===== src/rtl/stopwatch_pkg.sv =====
// stopwatch_pkg: shared constants, state and mode encodings for the
// stopwatch seconds sequencer (stopwatch_ctrl and its step calculator).
package stopwatch_pkg;

   localparam int SECS_W_DEF    = 12;
   localparam int SECS_PER_MIN  = 60;
   localparam int SECS_PER_HOUR = 3600;
   localparam int MAX_SECS_DEF  = SECS_PER_HOUR - 1;  // 59:59

   typedef enum logic [2:0] {
      S_INIT    = 3'd0,
      S_RUN     = 3'd1,
      S_PAUSED  = 3'd2,
      S_EXPIRED = 3'd3
   } state_t;

   typedef enum logic [1:0] {
      MODE_UP   = 2'd0,
      MODE_ADJ  = 2'd1,
      MODE_DOWN = 2'd2,
      MODE_HOLD = 2'd3
   } mode_t;

   // Per-digit blank masks, digit order {min_hi, min_lo, sec_hi, sec_lo}
   localparam logic [3:0] BLANK_NONE = 4'b0000;
   localparam logic [3:0] BLANK_MIN  = 4'b1100;
   localparam logic [3:0] BLANK_SEC  = 4'b0011;
   localparam logic [3:0] BLANK_ALL  = 4'b1111;

endpackage


===== src/rtl/stopwatch_ctrl_if.sv =====
// stopwatch_ctrl_if: tick/button/switch inputs and seconds-register load
// outputs of the stopwatch sequencer. 'slave' is the sequencer's view,
// 'master' is the surrounding system's view.
interface stopwatch_ctrl_if import stopwatch_pkg::*; #(
   parameter int SECS_W = SECS_W_DEF
);
   logic              tick_1hz;
   logic              tick_2hz;
   logic              btn_pause;
   logic [2:0]        sw;
   logic [SECS_W-1:0] secs_in;
   logic [SECS_W-1:0] secs_next;
   logic              secs_load;
   logic [2:0]        state;
   logic              paused;
   logic              expired;
   logic [3:0]        blank;

   modport master (
      output tick_1hz, tick_2hz, btn_pause, sw, secs_in,
      input  secs_next, secs_load, state, paused, expired, blank
   );

   modport slave (
      input  tick_1hz, tick_2hz, btn_pause, sw, secs_in,
      output secs_next, secs_load, state, paused, expired, blank
   );
endinterface


===== src/rtl/stopwatch_step_calc.sv =====
// stopwatch_step_calc: combinational next-seconds calculation for one
// active tick. Arithmetic is modulo MAX_SECS+1; out-of-range inputs are
// recovered to 0 (counting up) or MAX_SECS (counting down).
module stopwatch_step_calc import stopwatch_pkg::*; #(
   parameter int SECS_W   = SECS_W_DEF,
   parameter int MAX_SECS = MAX_SECS_DEF
) (
   input  mode_t             i_mode,
   input  logic              i_unit,     // 0 = minutes, 1 = seconds
   input  logic [SECS_W-1:0] i_secs,
   output logic [SECS_W-1:0] o_next,
   output logic              o_load_ok,
   output logic              o_at_end
);
   // One extra bit so secs+60 on a corrupt value cannot overflow
   localparam logic [SECS_W:0] LIM    = (SECS_W+1)'(MAX_SECS);
   localparam logic [SECS_W:0] LIM_P1 = (SECS_W+1)'(MAX_SECS + 1);
   localparam logic [SECS_W:0] STEP_S = (SECS_W+1)'(1);
   localparam logic [SECS_W:0] STEP_M = (SECS_W+1)'(SECS_PER_MIN);

   logic [SECS_W:0] w_secs_ext;
   assign w_secs_ext = {1'b0, i_secs};

   function automatic logic [SECS_W-1:0] wrap_add(input logic [SECS_W:0] s,
                                                   input logic [SECS_W:0] step);
      logic [SECS_W:0] sum;
      sum = s + step;
      if (s > LIM)   return '0;
      if (sum > LIM) return SECS_W'(sum - LIM_P1);
      return SECS_W'(sum);
   endfunction

   // Select arithmetic by mode; HOLD never loads
   always_comb begin
      o_next    = '0;
      o_load_ok = 1'b0;
      o_at_end  = 1'b0;
      case (i_mode)
         MODE_UP: begin
            o_next    = wrap_add(w_secs_ext, STEP_S);
            o_load_ok = 1'b1;
         end
         MODE_ADJ: begin
            o_next    = wrap_add(w_secs_ext, i_unit ? STEP_S : STEP_M);
            o_load_ok = 1'b1;
         end
         MODE_DOWN: begin
            if (w_secs_ext > LIM) begin
               o_next    = SECS_W'(MAX_SECS);
               o_load_ok = 1'b1;
            end else if (i_secs == '0) begin
               o_at_end  = 1'b1;
            end else begin
               o_next    = i_secs - 1'b1;
               o_load_ok = 1'b1;
            end
         end
         default: ;
      endcase
   end
endmodule


===== src/rtl/stopwatch_ctrl.sv =====
// stopwatch_ctrl: tick-enable sequencer for the stopwatch seconds register.
// Registers the mode switches and pause button, runs the INIT/RUN/PAUSED/
// EXPIRED state machine and issues one-cycle load strobes.
// Optional build macro STOPWATCH_BLINK_EN: blinks the adjusted digits in
// ADJUST mode and all digits in EXPIRED, toggling on tick_2hz.
module stopwatch_ctrl import stopwatch_pkg::*; #(
   parameter int SECS_W   = SECS_W_DEF,
   parameter int MAX_SECS = MAX_SECS_DEF
) (
   input logic              src_clk,
   input logic              src_rst,
   stopwatch_ctrl_if.slave  bus
);
   mode_t             r_mode;
   logic              r_unit;
   logic              r_btn_prev;
   logic              r_paused;
   state_t            r_state;
   logic [SECS_W-1:0] r_secs_next;
   logic              r_secs_load;
   logic              r_expired;

   logic              w_pause_edge;
   logic              w_paused_nxt;
   logic              w_tick;
   logic [SECS_W-1:0] w_calc_next;
   logic              w_calc_load_ok;
   logic              w_calc_at_end;
   logic [3:0]        w_blank;

   assign w_pause_edge = bus.btn_pause & ~r_btn_prev;
   assign w_paused_nxt = r_paused ^ w_pause_edge;
   // ADJUST steps at 2 Hz so the user can scroll quickly
   assign w_tick       = (r_mode == MODE_ADJ) ? bus.tick_2hz : bus.tick_1hz;

   stopwatch_step_calc #(
      .SECS_W   (SECS_W),
      .MAX_SECS (MAX_SECS)
   ) u_step (
      .i_mode    (r_mode),
      .i_unit    (r_unit),
      .i_secs    (bus.secs_in),
      .o_next    (w_calc_next),
      .o_load_ok (w_calc_load_ok),
      .o_at_end  (w_calc_at_end)
   );

   // Register switches, button history and the pause toggle
   always_ff @(posedge src_clk) begin
      if (src_rst) begin
         r_mode     <= MODE_UP;
         r_unit     <= 1'b0;
         r_btn_prev <= 1'b0;
         r_paused   <= 1'b0;
      end else begin
         r_mode     <= mode_t'(bus.sw[1:0]);
         r_unit     <= bus.sw[2];
         r_btn_prev <= bus.btn_pause;
         r_paused   <= w_paused_nxt;
      end
   end

   // Sequencer FSM with registered load/expired strobes
   always_ff @(posedge src_clk) begin
      if (src_rst) begin
         r_state     <= S_INIT;
         r_secs_next <= '0;
         r_secs_load <= 1'b0;
         r_expired   <= 1'b0;
      end else begin
         r_secs_load <= 1'b0;
         r_expired   <= 1'b0;
         case (r_state)
            S_INIT: begin
               r_secs_next <= '0;
               r_secs_load <= 1'b1;
               r_state     <= S_RUN;
            end
            S_RUN: begin
               // A pause edge outranks a coincident tick
               if (w_pause_edge || r_paused) begin
                  r_state <= w_paused_nxt ? S_PAUSED : S_RUN;
               end else if (w_tick) begin
                  if (w_calc_load_ok) begin
                     r_secs_next <= w_calc_next;
                     r_secs_load <= 1'b1;
                  end
                  if (w_calc_at_end) begin
                     r_expired <= 1'b1;
                     r_state   <= S_EXPIRED;
                  end
               end
            end
            S_PAUSED: begin
               if (!w_paused_nxt) r_state <= S_RUN;
            end
            S_EXPIRED: begin
               if (r_mode != MODE_DOWN || w_pause_edge) r_state <= S_RUN;
            end
            default: r_state <= S_INIT;
         endcase
      end
   end

`ifdef STOPWATCH_BLINK_EN
   logic r_blink;

   // Blink phase follows the 2 Hz tick
   always_ff @(posedge src_clk) begin
      if (src_rst)           r_blink <= 1'b0;
      else if (bus.tick_2hz) r_blink <= ~r_blink;
   end

   // Decode blank mask from state, mode and blink phase
   always_comb begin
      w_blank = BLANK_NONE;
      if (r_blink) begin
         if (r_state == S_EXPIRED)   w_blank = BLANK_ALL;
         else if (r_mode == MODE_ADJ) w_blank = r_unit ? BLANK_SEC : BLANK_MIN;
      end
   end
`else
   assign w_blank = BLANK_NONE;
`endif

   assign bus.secs_next = r_secs_next;
   assign bus.secs_load = r_secs_load;
   assign bus.state     = r_state;
   assign bus.paused    = r_paused;
   assign bus.expired   = r_expired;
   assign bus.blank     = w_blank;

endmodule

===== src/flat_wrapper.sv =====
// flat-port wrapper written by rule: the top's interface ports become plain ports
module stopwatch_ctrl_flat import stopwatch_pkg::*;
#(
   parameter int SECS_W   = SECS_W_DEF,
   parameter int MAX_SECS = MAX_SECS_DEF
)
  (src_clk, src_rst, bus_tick_1hz, bus_tick_2hz, bus_btn_pause, bus_sw, bus_secs_in, bus_secs_next, bus_secs_load, bus_state, bus_paused, bus_expired, bus_blank);
  stopwatch_ctrl_if #(.SECS_W(SECS_W)) bus_i ();
  input logic src_clk;
  input logic src_rst;
  input wire logic [$bits(bus_i.tick_1hz)-1:0] bus_tick_1hz;
  input wire logic [$bits(bus_i.tick_2hz)-1:0] bus_tick_2hz;
  input wire logic [$bits(bus_i.btn_pause)-1:0] bus_btn_pause;
  input wire logic [$bits(bus_i.sw)-1:0] bus_sw;
  input wire logic [$bits(bus_i.secs_in)-1:0] bus_secs_in;
  output wire logic [$bits(bus_i.secs_next)-1:0] bus_secs_next;
  output wire logic [$bits(bus_i.secs_load)-1:0] bus_secs_load;
  output wire logic [$bits(bus_i.state)-1:0] bus_state;
  output wire logic [$bits(bus_i.paused)-1:0] bus_paused;
  output wire logic [$bits(bus_i.expired)-1:0] bus_expired;
  output wire logic [$bits(bus_i.blank)-1:0] bus_blank;
  assign bus_i.tick_1hz = bus_tick_1hz;
  assign bus_i.tick_2hz = bus_tick_2hz;
  assign bus_i.btn_pause = bus_btn_pause;
  assign bus_i.sw = bus_sw;
  assign bus_i.secs_in = bus_secs_in;
  assign bus_secs_next = bus_i.secs_next;
  assign bus_secs_load = bus_i.secs_load;
  assign bus_state = bus_i.state;
  assign bus_paused = bus_i.paused;
  assign bus_expired = bus_i.expired;
  assign bus_blank = bus_i.blank;
  stopwatch_ctrl #(.SECS_W(SECS_W), .MAX_SECS(MAX_SECS)) u_core (.src_clk(src_clk), .src_rst(src_rst), .bus(bus_i));
endmodule

===== config.mk =====
export PLATFORM = sky130hd
export DESIGN_NAME = stopwatch_ctrl_flat
export DESIGN_NICKNAME = d
export VERILOG_FILES = /design/src/rtl/stopwatch_pkg.sv /design/src/rtl/stopwatch_ctrl_if.sv /design/src/rtl/stopwatch_step_calc.sv /design/src/rtl/stopwatch_ctrl.sv /design/src/flat_wrapper.sv
export SDC_FILE = /design/constraint.sdc
export NUM_CORES = 1
export LEC_CHECK = 0
export CORE_MARGIN = 4
export CORE_UTILIZATION = 51
export CTS_CLUSTER_SIZE = 12
export DETAILED_ROUTE_END_ITERATION = 7
export GPL_ROUTABILITY_DRIVEN = 0
export PLACE_DENSITY = 0.9
export RECOVER_POWER = 50
export SYNTH_ARGS = -nofsm -noshare
export SYNTH_HDL_FRONTEND = slang
export SYNTH_SLANG_ARGS = --single-unit

===== constraint.sdc =====
create_clock -name src_clk -period 3.5 [get_ports src_clk]
set_input_delay 0.7 -clock src_clk [delete_from_list [all_inputs] [get_ports src_clk]]
set_output_delay 0.7 -clock src_clk [all_outputs]
set_load 0.05 [all_outputs]

==> flow_metrics.env <==
export IMPL_p_clk_share_pct=17.7
export IMPL_cp_startpoint="bus_secs_in[2]"
export IMPL_max_slew_margin_pct=64.6
export IMPL_clk_pin_slew_ns=0.08
export IMPL_criticalPathCategory="input port to flop"
export IMPL_cts_setup_buffers=0
export IMPL_startpoint_type="input port"
export IMPL_reg2reg_to="u_core.bus.secs_next[6]$_SDFFE_PP0P_"
export IMPL_cts_tree="done"
export IMPL_use_met2_pct=42.0
export IMPL_cp_slowest_cell="clkdlybuf4s50_1"
export IMPL_p_sw_uw=390
export IMPL_met1_usage_pct=34.6
export IMPL_grt_max_degree=24
export IMPL_grt_usage_pct=26.7
export IMPL_grt_overflow=0
export IMPL_crit_chain="clkdlybuf4s50_1, ha_1, buf_4, a21o_1, a21oi_2, xor2_1, ha_2, and3b_1, a31oi_2, buf_4, a311oi_2, xnor2_1, nand2_1, a31o_2"
export IMPL_antenna_found_initial=0
export IMPL_synth_seq_cells=21
export IMPL_grt_pass1_wl_mm=15.5
export IMPL_yosysUniqueCellTypes=69
export IMPL_clock_path_buffers=2
export IMPL_critical_path_endpoint="u_core.bus.secs_next[6]$_SDFFE_PP0P_"
export IMPL_cts_htree_levels=1
export IMPL_worst_clock_skew_ns=0.00766
export IMPL_outcome="complete, no violations"
export IMPL_drt_initial_drc_count=468
export IMPL_dr_pass1_iters=6
export IMPL_avgSynthCellArea_um2=7.22
export IMPL_swShare_pct=41.9
export IMPL_dp_hpwl_mm=7.35
export IMPL_layout_common_cells="buf_4, nand2_1, a21oi_1, nor2_1, clkdlybuf4s50_1"
export IMPL_vias=3503
export IMPL_antenna_left=0
export IMPL_fin_crit_sh_pct=97.6
export IMPL_final_common_cell="buf_4"
export IMPL_syn_to_final_growth_pct=29.3
export IMPL_place_ws_ns=-0.252
export IMPL_crit_fanout=6
export IMPL_p_per_area_nw_per_um2=250
export IMPL_nNetsFinal=502
export IMPL_power_leakage_nw=1.45
export IMPL_viasPerCell=6.51
export IMPL_core_area_um2=5470
export IMPL_cts_root_buf="clkbuf_8"
export IMPL_cts_sinks=21
export IMPL_dominantRegCellSynth="dfxtp_1"
export IMPL_busiest_layer="met2"
export IMPL_die_w_um=83.1
export IMPL_ctsHoldBuffers=0
export IMPL_netlist_top_cells_area="dfxtp_1, ha_1, xnor2_1, nand2_1, a21oi_1"
export IMPL_synth_largest_area_cell="dfxtp_1"
export IMPL_worstPathRequired_ns=3.67
export IMPL_die_h_um=83.1
export IMPL_cp_data_arrival_time_ns=3.59
export IMPL_setup_viol=0
export IMPL_p_comb_share_pct=53.9
export IMPL_cts_buffers=3
export IMPL_diodes=0
export IMPL_synth_cells=398
export IMPL_gr_usage_met3_pct=4.66
export IMPL_slew_viol_final=0
export IMPL_irDropWorstVdd_mv=0.196
export IMPL_synth_warnings=0
export IMPL_r2r_setup_slack_ns=0.53
export IMPL_crit_top_cell="buf_4"
export IMPL_drc=0
export IMPL_rr_worst_depth=14
export IMPL_maxCapViolCount=0
export IMPL_worst_setup_path_end_kind="flop"
export IMPL_start_util_pct=52.5
export IMPL_critPathMaxStageDelay_ns=0.43
export IMPL_synth_edf_count=0
export IMPL_fp_row_count=27
export IMPL_postSynth_asyncResetShare_pct=0
export IMPL_ios=42
export IMPL_clock_latency_ns=0.27
export IMPL_wire_per_inst_um=18.3
export IMPL_r2r_start="u_core.r_unit$_SDFF_PP0_"
export IMPL_p_int_uw=540
export IMPL_finalPower_uw=929
export IMPL_tightest_slew_ns=0.530
export IMPL_port_buffers=36
export IMPL_seqPwrFrac_pct=28.4
export IMPL_drive_gt1_share_pct=19.3
export IMPL_synth_top_area_share_pct=14.6
export IMPL_die_area_um2=6900
export IMPL_hold_viol_final=0
export IMPL_max_freq_ghz=0.293
export IMPL_grt_pass1_vias=3301
export IMPL_finalCriticalPeriod_ns=3.42
export IMPL_min_path_type="flop to flop"
export IMPL_setup_ws_ns=0.0837
export IMPL_ys_seq_area_share_pct=14.6
export IMPL_wirelength_mm=9.83
export IMPL_syn_area_um2=2880
-- metrics by stage --
step | cells | hold WS [ns] | util, % | setup TNS [ns] | cell area, um2
floorplan | 402 | 0.685 | - | 0 | 2890
global placement | 534 | 0.487 | 66.0 | -0.511 | 3610
detailed placement | 534 | 0.502 | 66.0 | -1.07 | 3610
CTS | 538 | 0.515 | 66.8 | 0 | 3660
global route | 538 | 0.546 | 67.9 | -0.0363 | 3720
finish | 538 | 0.511 | 67.9 | 0 | 3720
-- critical path, delay by kind of cell --
family | cells | cell delay (ns)
buffers and inverters | 3 | 0.76
xor gates and xnor gates | 2 | 0.42
adders and majority gates | 2 | 0.54
and+or+nand+nor | 2 | 0.25
AOI/OAI and AO/OA | 5 | 0.91
-- how the worst min path moves through the flow --
stage	startpoint	to	slack [ns]	cells past startpoint
3_5_place_dp	u_core.bus.secs_next[1]$_SDFFE_PP0P_	u_core.bus.secs_next[1]$_SDFFE_PP0P_	0.50	2
3_3_place_gp	u_core.bus.secs_next[1]$_SDFFE_PP0P_	u_core.bus.secs_next[1]$_SDFFE_PP0P_	0.49	2
2_1_floorplan	u_core.r_unit$_SDFF_PP0_	u_core.bus.secs_next[0]$_SDFFE_PP0P_	0.69	5
5_1_grt	u_core.bus.secs_next[4]$_SDFFE_PP0P_	u_core.bus.secs_next[4]$_SDFFE_PP0P_	0.55	2
6_report	u_core.bus.secs_next[1]$_SDFFE_PP0P_	u_core.bus.secs_next[1]$_SDFFE_PP0P_	0.51	2
4_1_cts	u_core.bus.secs_next[4]$_SDFFE_PP0P_	u_core.bus.secs_next[4]$_SDFFE_PP0P_	0.52	2
-- cell usage after synthesis, types with 3 or more instances --
cell / count
xor2_1: 13
and3_1: 6
clkbuf_1: 14
xnor2_1: 17
ha_1: 15
a21oi_1: 26
or2_2: 3
mux2i_1: 7
nor3b_1: 3
inv_1: 11
nand3_1: 18
a21o_1: 7
a211oi_1: 11
dfxtp_1: 21
nor2b_1: 11
nand2b_1: 3
nor2_1: 24
a22oi_1: 6
o211ai_1: 7
and2_1: 6
buf_2: 8
nor3_1: 17
nand4_1: 7
a311oi_1: 3
or3_1: 4
nand2_1: 38
o31ai_1: 6
a31o_2: 3
and3b_1: 3
o21ai_0: 15
a31oi_1: 6
a221oi_1: 4
buf_4: 7
-- routing by layer --
| layer | routed length [um] | part of all wire [%] |
|---|---|---|
| met2 | 4450 | 45 |
| met4 | 578 | 5.9 |
| met5 | 0 | 0 |
| met3 | 1010 | 10 |
| met1 | 3780 | 38 |
-- power by group through the flow --
stage               logic [mW]  registers (mW)  clock network (mW)
floorplan                0.268           0.296                   0
global placement         0.455           0.269                   0
detailed placement       0.469           0.269                   0
CTS                      0.473           0.264               0.167
global route             0.534           0.266               0.176
finish                   0.501           0.264               0.165
-- layout make-up --
class / instances / area (um2)
fill: 455 / 1750
timing repair buffer: 95 / 816
multi-input combinational: 335 / 2310
sequential: 21 / 420
inverter: 11 / 41.3
tap: 72 / 90.1
clock buffer: 4 / 45.0
-- cells by family after synthesis --
kind of cell               Yosys count  share of synthesized area (%)
other                                1                          0.130
AOI/OAI and AO/OA                  116                           28.5
and+or+nand+nor                    162                           30.8
buffers and inverters               46                           7.88
xor gates and xnor gates            30                           9.14
muxes                                7                           2.44
adders and majority gates           15                           6.53
DFF                                 21                           14.6
-- state kept, by name, summed over array words and instances (netlist names) --
register,count
u_core.bus.secs_load,1
u_core.r_unit,1
u_core.bus.state,2
u_core.bus.secs_next,12
u_core.bus.paused,1
u_core.bus.expired,1
u_core.r_btn_prev,1
u_core.r_mode,2
-- timing repair --
action / 4_1_cts / 5_1_grt
hold endpoints to repair: 0 / 0
endpoints found under the setup margin: 0 / 7
gates resized for setup: 0 / 13
No activity file was read; power rests on OpenSTA's default activity.
